$ cat config.mk
export PLATFORM = sky130hd
export DESIGN_NAME = sh7604_dreq_fifo_target
export DESIGN_NICKNAME = d
export VERILOG_FILES = /design/src/rtl/sh7604_pkg.sv /design/src/rtl/sh_sync_fifo.sv /design/src/rtl/sh7604_dreq_fifo_target.sv
export SDC_FILE = /design/constraint.sdc
export NUM_CORES = 1
export LEC_CHECK = 0
export ABC_AREA = 1
export BUFFER_PORTS_ARGS = -buffer_cell sky130_fd_sc_hd__buf_2
export CAP_MARGIN = 20
export CORE_ASPECT_RATIO = 0.7
export CORE_UTILIZATION = 60
export DETAILED_ROUTE_END_ITERATION = 10
export PLACE_DENSITY = 0.79
export RECOVER_POWER = 50
export SKIP_CTS_REPAIR_TIMING = 1
export SLEW_MARGIN = 40
export SYNTH_ARGS = -nofsm -noshare
export SYNTH_HDL_FRONTEND = slang
export SYNTH_SLANG_ARGS = --single-unit
$ cat constraint.sdc
create_clock -name clk_i -period 5.13 [get_ports clk_i]
set_clock_uncertainty 0.15 [all_clocks]
set_input_delay 1.2825 -clock clk_i [delete_from_list [all_inputs] [get_ports clk_i]]
set_output_delay 1.2825 -clock clk_i [all_outputs]
set_load 0.05 [all_outputs]
$ cat src/rtl/sh7604_pkg.sv
// Shared SH7604 peripheral definitions: control register layout, bus-target
// states and register offsets within a 16-byte window.
package sh7604_pkg;

    typedef struct packed {
        logic al;
        logic dl;
        logic bm;
        logic de;
    } CTRL_t;

    typedef enum logic [1:0] {
        IDLE,
        WAITST,
        DATA
    } TGT_STATE_t;

    localparam logic [1:0] REG_DATA = 2'd0;
    localparam logic [1:0] REG_STAT = 2'd1;
    localparam logic [1:0] REG_CTRL = 2'd2;

    localparam int BURST_THRESHOLD = 4;

endpackage

$ cat src/rtl/sh_sync_fifo.sv
// Synchronous FIFO with extra-MSB pointers; a pop on empty is ignored and a
// push on full only lands when a pop frees the slot in the same cycle.
module sh_sync_fifo #(
    parameter int DEPTH = 16,
    parameter int WIDTH = 32
) (
    input  logic                     clk_i,
    input  logic                     rst_i,
    input  logic                     ce_i,
    input  logic                     push_i,
    input  logic                     pop_i,
    input  logic [WIDTH-1:0]         data_i,
    output logic [WIDTH-1:0]         data_o,
    output logic [$clog2(DEPTH):0]   level_o,
    output logic                     full_o,
    output logic                     empty_o
);

    localparam int AW = $clog2(DEPTH);

    logic [WIDTH-1:0] mem_q [DEPTH];
    logic [AW:0]      wrPtr_q, wrPtr_d;
    logic [AW:0]      rdPtr_q, rdPtr_d;
    logic             doPush, doPop;

    assign empty_o = (wrPtr_q == rdPtr_q);
    assign full_o  = (wrPtr_q[AW] != rdPtr_q[AW]) && (wrPtr_q[AW-1:0] == rdPtr_q[AW-1:0]);
    assign level_o = wrPtr_q - rdPtr_q;
    assign data_o  = mem_q[rdPtr_q[AW-1:0]];

    assign doPop  = ce_i && pop_i && !empty_o;
    assign doPush = ce_i && push_i && (!full_o || doPop);

    always_comb begin
        wrPtr_d = wrPtr_q;
        rdPtr_d = rdPtr_q;
        if (doPush) wrPtr_d = wrPtr_q + (AW+1)'(1);
        if (doPop)  rdPtr_d = rdPtr_q + (AW+1)'(1);
    end

    always_ff @(posedge clk_i) begin
        if (rst_i) begin
            wrPtr_q <= '0;
            rdPtr_q <= '0;
        end else begin
            wrPtr_q <= wrPtr_d;
            rdPtr_q <= rdPtr_d;
        end
    end

    // When full, the write slot equals the head slot; the head is read
    // combinationally before this edge, so the popped word is the oldest.
    always_ff @(posedge clk_i) begin
        if (doPush) mem_q[wrPtr_q[AW-1:0]] <= data_i;
    end

endmodule

$ cat src/rtl/sh7604_dreq_fifo_target.sv
// DMA source peripheral answering SH7604 DMAC DREQ/DACK transfers from a
// producer-filled FIFO, with programmable wait states per data beat.
module sh7604_dreq_fifo_target
    import sh7604_pkg::*;
#(
    parameter int          DEPTH       = 16,
    parameter logic [31:0] BASE        = 32'h0200_0000,
    parameter int          WAIT_STATES = 2,
    parameter logic        DL_INIT     = 1'b0
) (
    input  logic                   clk_i,
    input  logic                   rst_i,
    input  logic                   ce_i,
    input  logic                   push_i,
    input  logic [31:0]            push_data_i,
    output logic                   full_o,
    output logic [$clog2(DEPTH):0] level_o,
    input  logic [31:0]            bus_a_i,
    input  logic [31:0]            bus_wdata_i,
    output logic [31:0]            bus_rdata_o,
    input  logic [3:0]             bus_ba_i,
    input  logic                   bus_we_i,
    input  logic                   bus_req_i,
    input  logic                   bus_burst_i,
    output logic                   bus_wait_o,
    output logic                   bus_end_o,
    input  logic                   dack_i,
    output logic                   dreq_o,
    output logic                   ovf_o,
    output logic                   unf_o
);

    localparam int            LW         = $clog2(DEPTH) + 1;
    localparam logic [2:0]    WAIT_INIT  = 3'(WAIT_STATES);
    localparam logic [LW-1:0] THR_BURST  = LW'(BURST_THRESHOLD);
    localparam logic [LW-1:0] THR_SINGLE = LW'(1);

    TGT_STATE_t  state_q, state_d;
    logic [2:0]  wait_q, wait_d;
    logic [1:0]  beat_q, beat_d;
    logic [1:0]  regSel_q, regSel_d;
    logic        write_q, write_d;
    CTRL_t       ctrl_q, ctrl_d;
    logic        ovf_q, ovf_d;
    logic        unf_q, unf_d;
    logic        dreq_q, dreq_d;

    logic          select, beatActive, popReq, dackActive, dmaReq;
    logic          fifoFull, fifoEmpty;
    logic [31:0]   fifoHead, statWord, ctrlWord;
    logic [LW-1:0] fifoLevel, dreqLevel;
    logic          unusedBits;

    assign unusedBits = ^{bus_ba_i, bus_a_i[1:0], bus_wdata_i[31:16], bus_wdata_i[13:4]};

    assign select     = (bus_a_i[31:4] == BASE[31:4]);
    assign beatActive = (state_q == DATA);
    assign popReq     = beatActive && !write_q && (regSel_q == REG_DATA);

    sh_sync_fifo #(
        .DEPTH (DEPTH),
        .WIDTH (32)
    ) u_fifo (
        .clk_i   (clk_i),
        .rst_i   (rst_i),
        .ce_i    (ce_i),
        .push_i  (push_i),
        .pop_i   (popReq),
        .data_i  (push_data_i),
        .data_o  (fifoHead),
        .level_o (fifoLevel),
        .full_o  (fifoFull),
        .empty_o (fifoEmpty)
    );

    assign statWord = {16'h0, ovf_q, unf_q, 14'(fifoLevel)};
    assign ctrlWord = {28'h0, ctrl_q};

    assign bus_wait_o = bus_req_i && select && !beatActive && !rst_i;
    assign bus_end_o  = beatActive && (beat_q == 2'd0);

    always_comb begin
        bus_rdata_o = '0;
        if (beatActive && !write_q) begin
            case (regSel_q)
                REG_DATA: bus_rdata_o = fifoEmpty ? 32'h0 : fifoHead;
                REG_STAT: bus_rdata_o = statWord;
                REG_CTRL: bus_rdata_o = ctrlWord;
                default:  bus_rdata_o = '0;
            endcase
        end
    end

    // An acknowledged pop is discounted up front so DREQ drops on the last
    // unit the DMAC is allowed to take instead of one beat late.
    assign dackActive = (dack_i == ctrl_q.al);
    assign dreqLevel  = (dackActive && popReq && !fifoEmpty) ? fifoLevel - LW'(1) : fifoLevel;
    assign dmaReq     = ctrl_q.de && (dreqLevel >= (ctrl_q.bm ? THR_BURST : THR_SINGLE));
    assign dreq_d     = dmaReq ? ctrl_q.dl : !ctrl_q.dl;

    always_comb begin
        state_d  = state_q;
        wait_d   = wait_q;
        beat_d   = beat_q;
        regSel_d = regSel_q;
        write_d  = write_q;
        ctrl_d   = ctrl_q;
        ovf_d    = ovf_q;
        unf_d    = unf_q;
        case (state_q)
            IDLE: begin
                if (bus_req_i && select) begin
                    wait_d   = WAIT_INIT;
                    beat_d   = bus_burst_i ? 2'd3 : 2'd0;
                    regSel_d = bus_a_i[3:2];
                    write_d  = bus_we_i;
                    state_d  = (WAIT_INIT == 3'd0) ? DATA : WAITST;
                end
            end
            WAITST: begin
                wait_d = wait_q - 3'd1;
                if (wait_q <= 3'd1) state_d = DATA;
            end
            DATA: begin
                if (write_q && regSel_q == REG_CTRL) ctrl_d = CTRL_t'(bus_wdata_i[3:0]);
                if (write_q && regSel_q == REG_STAT) begin
                    if (bus_wdata_i[15]) ovf_d = 1'b0;
                    if (bus_wdata_i[14]) unf_d = 1'b0;
                end
                if (beat_q == 2'd0) begin
                    state_d = IDLE;
                end else begin
                    beat_d  = beat_q - 2'd1;
                    wait_d  = WAIT_INIT;
                    state_d = (WAIT_INIT == 3'd0) ? DATA : WAITST;
                end
            end
            default: state_d = IDLE;
        endcase
        if (push_i && fifoFull && !popReq) ovf_d = 1'b1;
        if (popReq && fifoEmpty)           unf_d = 1'b1;
    end

    always_ff @(posedge clk_i) begin
        if (rst_i) begin
            state_q  <= IDLE;
            wait_q   <= '0;
            beat_q   <= '0;
            regSel_q <= REG_DATA;
            write_q  <= 1'b0;
            ctrl_q   <= CTRL_t'({1'b0, DL_INIT, 2'b00});
            ovf_q    <= 1'b0;
            unf_q    <= 1'b0;
            dreq_q   <= !DL_INIT;
        end else if (ce_i) begin
            state_q  <= state_d;
            wait_q   <= wait_d;
            beat_q   <= beat_d;
            regSel_q <= regSel_d;
            write_q  <= write_d;
            ctrl_q   <= ctrl_d;
            ovf_q    <= ovf_d;
            unf_q    <= unf_d;
            dreq_q   <= dreq_d;
        end
    end

    assign full_o  = fifoFull;
    assign level_o = fifoLevel;
    assign dreq_o  = dreq_q;
    assign ovf_o   = ovf_q;
    assign unf_o   = unf_q;

endmodule

# Word level (Yosys, flattened, before mapping)
# Memories as Yosys holds them, arrays and structs flattened. A register that Yosys moved wholly into a read port is not among the register bits.
# Index checks and enable logic that the tools add are counted.
# totals
ff_bits,27
mem_bits_rw,512
inputBits,108
output_inout_bits,43
wordCells,109
mem_count,1
# op_classes
add_sub_neg,6
magnitude_cmp,2
n_eq_ne,12
mux,29
n_reduce_logical,45
# memory_table
memory,depth,width,read_ports,rd_clocked_by_memory_dff,wr,line_no,text
u_fifo.mem_q,16,32,1,1,1,sh_sync_fifo.sv:21,logic [WIDTH-1:0] mem_q [DEPTH];
# op_table
op,n
case mux 32 bit (3 select lines),1
two-way mux 32 bit,2
"equality test 28 x 22 -> 1 bit, second input constant",1
logical AND 1 bit,19
AND reduction 4 bit,4
nonzero test 2 bit,7
two-way mux 1 bit,12
"adder 5 x 1 -> 5 bit, second input constant",2
two-way mux 2 bit,5
two-way mux 3 bit,3
case mux 3 bit (3 select lines),1
AND reduction 3 bit,3
two-way mux 4 bit,2
zero test 1 bit,7
zero test 2 bit,3
"inequality test 2 bit, second input constant",3
case mux 2 bit (3 select lines),1
equality test 5 bit,1
>= comparator 5 x 3 -> 1 bit,1
two-way mux 5 bit,1
"subtractor 5 x 1 -> 5 bit, second input constant",1
subtractor 5 bit,1
"equality test 2 x 1 -> 1 bit, second input constant",2
"equality test 2 bit, second input constant",2
9 further kinds,9

# Logic depth before layout (Yosys ltp)
# Gate-level depths: netlist of the first run.
# logic_depth
ltp_word,9
depth_mapped,19
depth_no_buf,19

# Hierarchy
# A second synthesis of the first run with hierarchy kept.
# hier_totals
hier_cells,2188
area_unflattened_um2,23366.2
# by_module_without_submodules
module,instances,cells_each,area_each_um2,seq_area_each_um2
sh_sync_fifo,1,1917,21812.2,15655.0
sh7604_dreq_fifo_target,1,271,1554.0,340.3

# Least setup slack after synthesis of the first run
# OpenSTA, ideal clock, no wires.
# synth_timing
kind,input-to-output
from,in bus_a_i[24]
to,out bus_wait_o
arrival_ps,2887
required_ps,3698
setup_slack_ps,810
cell_stages,5
path_buffers,0
path_cell_list,inv_1 > nand4_1 > nor4_1 > nand2_1 > nor3_1
# synth_via
elab_chain_len,4
# synth_rtl
item,line_no,text
"start, declared",sh7604_dreq_fifo_target.sv:18,"input logic [31:0] bus_a_i,"
equality test 28 x 22 -> 1 bit,sh7604_dreq_fifo_target.sv:56,assign select = (bus_a_i[31:4] == BASE[31:4]);
logical AND 1 bit (3 in a row),sh7604_dreq_fifo_target.sv:79,assign bus_wait_o = bus_req_i && select && !beatActive && !rst_i;
"end, declared",sh7604_dreq_fifo_target.sv:25,"output logic bus_wait_o,"
# No other way between the ends.

# Worst setup path in the final report of the first run
# layout_timing
from,reg u_fifo.wrPtr_q[0]
to,out bus_rdata_o[6]
# layout_via
elab_chain_len,4
# layout_rtl
item,line_no,text
"start, declared",sh_sync_fifo.sv:22,"logic [AW:0] wrPtr_q, wrPtr_d;"
"start signal, assigned",sh_sync_fifo.sv:46,wrPtr_q <= wrPtr_d;
equality test 5 bit,sh_sync_fifo.sv:26,assign empty_o = (wrPtr_q == rdPtr_q);
two-way mux 32 bit,sh7604_dreq_fifo_target.sv:86,REG_DATA: bus_rdata_o = fifoEmpty ? 32'h0 : fifoHead;
case mux 32 bit (3 select lines),sh7604_dreq_fifo_target.sv:85,case (regSel_q)
two-way mux 32 bit,sh7604_dreq_fifo_target.sv:84,if (beatActive && !write_q) begin
"end, declared",sh7604_dreq_fifo_target.sv:20,"output logic [31:0] bus_rdata_o,"
# No other way between the ends.

==> out/summary.txt, run 1 <==
Initial DRC count - 1848
Max FO, Critical Path - 25
Placed instance area - 23300 um2
Drt pass-1 iters - 5
Synth Area in Adders - 0.00939
Synthesized Nets - 1904
Root buffer cell - clkbuf_16
Largest area contributor in the netlist - edfxtp_1
Yosys warning total - 0
Post-synth cell types - 40
Syn Inst Count - 1780
R2r startpoint - u_fifo.wrPtr_q[0]
Wirelength per Cell - 21.8 um
Hold wc startpoint - dreq_o
Largest cells by area after synthesis - edfxtp_1, o21ai_0, nor2_1, dfxtp_1, o221ai_1
Finished Cell Area - 24700 um2
Largest net degree at the start of global routing - 180
First-pass GRT wire length - 81.3 mm
Aggregate global-route resource usage - 0.283
Period utilization - 0.922
Leakage power - 8.41 nW
Post-synthesis sequential area ratio - 0.723
Fillers - 2441
RD Place Congestion - 0.866
Worst reg2reg setup slack - 0.97 ns
CTS Buffer Depth - 3
Hold EP - dreq_o
Max Cap Viol - 0
Fmax - 211 MHz
Post-synthesis simple-gate area fraction - 0.0938
Multi-input logic area - 5400 um2
Synthesis-to-layout area growth - 11.9%
Dpl cells - 2311
CP arrival - 3.30 ns
Placeable Area - 36100 um2
Final setup fails - 0
Largest family of logic cells by synthesized area - compound AO/OA/AOI/OAI gates
Final #Nets - 2005
Clk Latency, worst-skew pair - 0.57 ns
Share of layout cells above drive strength 1 - 0.120
Worst slew margin - 0.247
Max-slew violations - 0
PnR worst setup slack - 0.401 ns
Share of the synthesized area in the top cell type - 0.695
Initial antenna violation count - 0
Mean area per synthesized cell - 12.4 um2
FF+latch area - 16000 um2
WHS Path Cells - 2
CTS Buf Count - 48
Startpoint Class - flop
Commonest cells post-synth - edfxtp_1, nor2_1, o21ai_0
Setup TNS - 0 ns
Post-synth EDFFs - 512
Critical Path RT - 3.70 ns
Number of global-route vias before repair - 14700
RSZ-0062 raised after global routing - no
DP Worst Slack - 1.15 ns
Min Tclk post-route - 4.73 ns
Worst IR Drop VDD - 304 uV
Diode count - 0
Post-synthesis register bit count - 543
Xor/xnor share of the synthesized area - 0.000792
Via count - 14900
Final wirelength - 52.3 mm
Starting density of the core - 0.613
Compound-Gate Fraction of Synth Area - 0.137
Asr flop ratio synth - 0
Via density - 6.22
Fin cells - 2399
Die W - 231 um
Crit path capture type - output port
Input/output buffers - 118
CP Class - reg -> out
Power Dens Cells - 345 nW/um2
Worst-margin pin slew - 1.13 ns
Overflow after GRT - 0
CTS Sinks - 543
Synth Flop Type - edfxtp_1
Area of the mapped netlist - 22100 um2
# IOs - 151
Most frequent cell after synthesis - edfxtp_1
DRC violations left - 0
Clock slew at reported path FFs - 0.07 ns
Final ANT Viol Nets - 0
Die ar. - 37600 um2
H-tree levels - 2
Reg-to-reg endpoint - u_fifo.mem_q[15][30]
Multiplexer share of the synthesized area - 0
Die Height - 163 um
CTS tree - done
Status - complete, no violations
Worst min path class - reg -> reg
R2R cell count - 10
Final hold vios - 0
Core Rows - 58
HPWL Detailed - 29.2 mm
WHS - 0.325 ns
## power by group
group	total (mW)	internal (mW)	switching (mW)
sequential	4.88	4.87	0.00734
combinational	0.195	0.0491	0.145
clock	3.47	1.89	1.58
## cell families (layout without fill, tap and decap cells)
logic type | after synthesis | in the layout
adders and majority gates | 16 | 16
xor gates and xnor gates | 2 | 2
AOI/OAI and AO/OA | 528 | 528
DFF | 543 | 543
and+or+nand+nor | 501 | 501
buffers and inverters | 190 | 329
## registers in the layout, indices dropped and copies added, names as in the netlist, named ones only
register	flops
u_fifo.mem_q	512
u_fifo.rdPtr_q	5
u_fifo.wrPtr_q	5
ctrlWord	4
wait_q	3
write_q	1
unf_o	1
state_q	2
beat_q	2
regSel_q	2
dreq_o	1
ovf_o	1
## how the worst max path moves through the flow
stage,startpoint,to,slack [ns],depth (start not counted)
floorplan,bus_a_i[24],bus_wait_o,0.81,5
global placement,bus_a_i[9],bus_wait_o,1.19,7
detailed placement,u_fifo.wrPtr_q[0],bus_rdata_o[6],1.15,10
CTS,u_fifo.wrPtr_q[0],bus_rdata_o[6],0.56,10
global route,u_fifo.wrPtr_q[0],bus_rdata_o[9],0.28,10
finish,u_fifo.wrPtr_q[0],bus_rdata_o[6],0.40,10
## cell usage in the layout, fill, tap and decap left out, types with 42 or more instances in the layout
| cell type | netlist | final |
|---|---|---|
| a21oi_1 | 54 | 55 |
| buf_2 | 32 | 85 |
| clkbuf_1 | 65 | 42 |
| clkbuf_16 | 0 | 50 |
| edfxtp_1 | 512 | 512 |
| inv_1 | 73 | 73 |
| nand2_1 | 125 | 127 |
| nor2_1 | 308 | 297 |
| o21ai_0 | 264 | 270 |
| o21ai_1 | 61 | 55 |
| o221ai_1 | 63 | 63 |
| o22ai_1 | 64 | 64 |
## area by class of cell
class | instances | area share
clock inverter | 29 | 0.00820
multi-input combinational | 1047 | 0.218
clock buffer | 59 | 0.0520
sequential | 543 | 0.647
tap | 480 | 0.0243
inverter | 83 | 0.0130
timing repair buffer | 158 | 0.0372
## worst max-delay path, cell delays in order (launching register included)
cell and delay, ns:
dfxtp_1 0.38, inv_1 0.14, ha_1 0.36, nand2_1 0.10, nor2_1 0.05, nand2_1 0.22, nand2_1 0.15, inv_2 0.52
nand2_1 0.27, a21oi_1 0.23, buf_2 0.30
## metrics by stage
step / util / power, mW
final: 0.686 / 8.54
after global routing: 0.686 / 8.75
after CTS: 0.688 / 8.57
after detailed placement: 0.647 / 5.17
after global placement: 0.646 / 5.16
after floorplan: - / 5.06
## metal layers
metal,up-vias,routed length [um],GRT usage
li1,6767,-,-
met1,7256,21400,0.408
met2,816,24700,0.444
met3,87,5230,0.0448
met4,0,1050,0.0984
met5,-,0,0
(Power assumes the default switching activity.)
==> run 2: changes to the inputs <==
Settings changed: ABC_AREA 1 to default.
==> run 2 against run 1 <==
Power is 1.1% higher. Non-clock buffer count is 6 lower. Highest routed layer unchanged. Design area is 1.9% lower. Synthesized area is 3.4% lower.
==> out/summary.txt, run 2 <==
Startpoint Class - flop
CP arrival - 3.21 ns
Via count - 10600
Fin cells - 1653
Drt pass-1 iters - 5
Placeable Area - 34900 um2
Post-synth cell types - 45
Post-synthesis simple-gate area fraction - 0.0340
Critical Path RT - 3.70 ns
Fmax - 215 MHz
Xor/xnor share of the synthesized area - 0.00738
Yosys warning total - 0
Most frequent cell after synthesis - edfxtp_1
Synthesis-to-layout area growth - 13.7%
Setup TNS - 0 ns
Clock slew at reported path FFs - 0.07 ns
Share of the synthesized area in the top cell type - 0.720
Die Height - 160 um
Util after Layout - 0.696
Clk Latency, worst-skew pair - 0.57 ns
Fillers - 2104
Dpl cells - 1565
Aggregate global-route resource usage - 0.262
Via density - 6.39
Max-slew violations - 0
Commonest cells post-synth - edfxtp_1, mux4_2, nor2_1
Wirelength per Cell - 27.7 um
Finished Cell Area - 24300 um2
DRC violations left - 0
Final wirelength - 45.8 mm
Most common cell after layout, fill and taps aside - edfxtp_1
Largest area contributor in the netlist - edfxtp_1
Most used cell, CP - mux4_2
CTS Buf Count - 49
Final Power - 8.64 mW
Area of the mapped netlist - 21400 um2
Starting density of the core - 0.612
Syn Inst Count - 990
Largest family of logic cells by synthesized area - multiplexers
Power Dens Cells - 356 nW/um2
Final setup fails - 0
Synth Flop Type - edfxtp_1
Final #Nets - 1268
Post-synthesis sequential area ratio - 0.749
Initial antenna violation count - 0
Synthesized Nets - 1114
First-pass GRT wire length - 68.1 mm
Worst slew margin - 0.391
CTS Buffer Depth - 3
Status - complete, no violations
Initial DRC count - 1141
Period utilization - 0.906
Asr flop ratio synth - 0
Crit path largest cell delay - 0.62 ns
H-tree levels - 2
Diode count - 0
# IOs - 151
Overflow after GRT - 0
Crit path capture type - output port
Placed instance area - 22800 um2
Post-synth EDFFs - 512
HPWL Detailed - 24.9 mm
Multiplexer share of the synthesized area - 0.175
Die W - 227 um
Min Tclk post-route - 4.65 ns
Max Cap Viol - 0
Number of global-route vias before repair - 10800
Root buffer cell - clkbuf_16
CP Class - reg -> out
Max FO, Critical Path - 19
Largest cells by area after synthesis - edfxtp_1, mux4_2, dfxtp_1, ha_1, nor2b_1
Worst min path class - reg -> reg
Critical-path cell list - buf_4, mux4_2, mux4_2, a22oi_1, nor3_1, buf_2
Final ANT Viol Nets - 0
Post-synthesis register bit count - 543
Critical path's slowest cell - dfxtp_4
Final hold vios - 0
Worst-margin pin slew - 0.910 ns
RD Place Congestion - 0.814
CTS Sinks - 543
Mean area per synthesized cell - 21.6 um2
Die ar. - 36400 um2
Most frequent cells in the layout - edfxtp_1, mux4_2, buf_2
Largest net degree at the start of global routing - 61
Core Rows - 57
Worst IR Drop VDD - 294 uV
RSZ-0062 raised after global routing - no
Compound-Gate Fraction of Synth Area - 0.0118
Leakage power - 7.57 nW
CTS tree - done
Max reg flops - 512
Synth Area in Adders - 0.00973
Input/output buffers - 118
Share of layout cells above drive strength 1 - 0.310
[run 2: area by class of cell]
cell class	count	area [um2]	share of cell area
well taps	472	591	0.0243
clock inverters	29	256	0.0106
flip-flops and latches	543	16000	0.660
inverters	16	60.1	0.00247
multi-input cells	382	5170	0.213
clock buffers	59	1310	0.0538
repair buffers	152	883	0.0364
[run 2: cell families (layout without fill, tap and decap cells)]
kind of cell             Yosys count  after routing
XOR/XNOR                          18             18
multiplexers                     173            173
adder cells (fa/ha/maj)           16             16
AO/OA/AOI/OAI                     37             37
flip-flops                       543            543
buffers and inverters             65            256
AND/OR/NAND/NOR                  138            138
[run 2: critical path: cells and delay by family, from the launching register on]
family | cells | cell delay [ns]
simple gates | 1 | 0.06
buf+inv | 2 | 0.68
mux | 2 | 1.07
compound gates | 1 | 0.17
flops | 1 | 0.62
[run 2: path summary, 6_finish.rpt]
path,cells past startpoint,start,end,slack [ns]
max,6,flop,bus_rdata_o[15],0.48
min,2,beat_q[1],beat_q[1],0.34
max reg2reg,7,u_fifo.wrPtr_q[2],u_fifo.mem_q[6][19],1.03
min reg2reg,2,beat_q[1],beat_q[1],0.34
[run 2: power breakdown]
part,total (mW),switching [mW],internal [mW]
Sequential,4.87,0.00744,4.87
Combinational,0.172,0.117,0.0552
Clock,3.59,1.57,2.02
Total,8.64,1.70,6.94
[run 2: layer usage]
metal,routed length (um),track usage
met1,19000,0.389
met2,22400,0.410
met3,3320,0.0414
met4,1120,0.0747
met5,0,0
[run 2: through the flow]
step	setup slack, ns	hold slack [ns]
floorplan	0.175	0.299
global placement	1.05	0.313
detailed placement	1.07	0.332
CTS	0.433	0.340
global route	0.261	0.356
finish	0.483	0.345
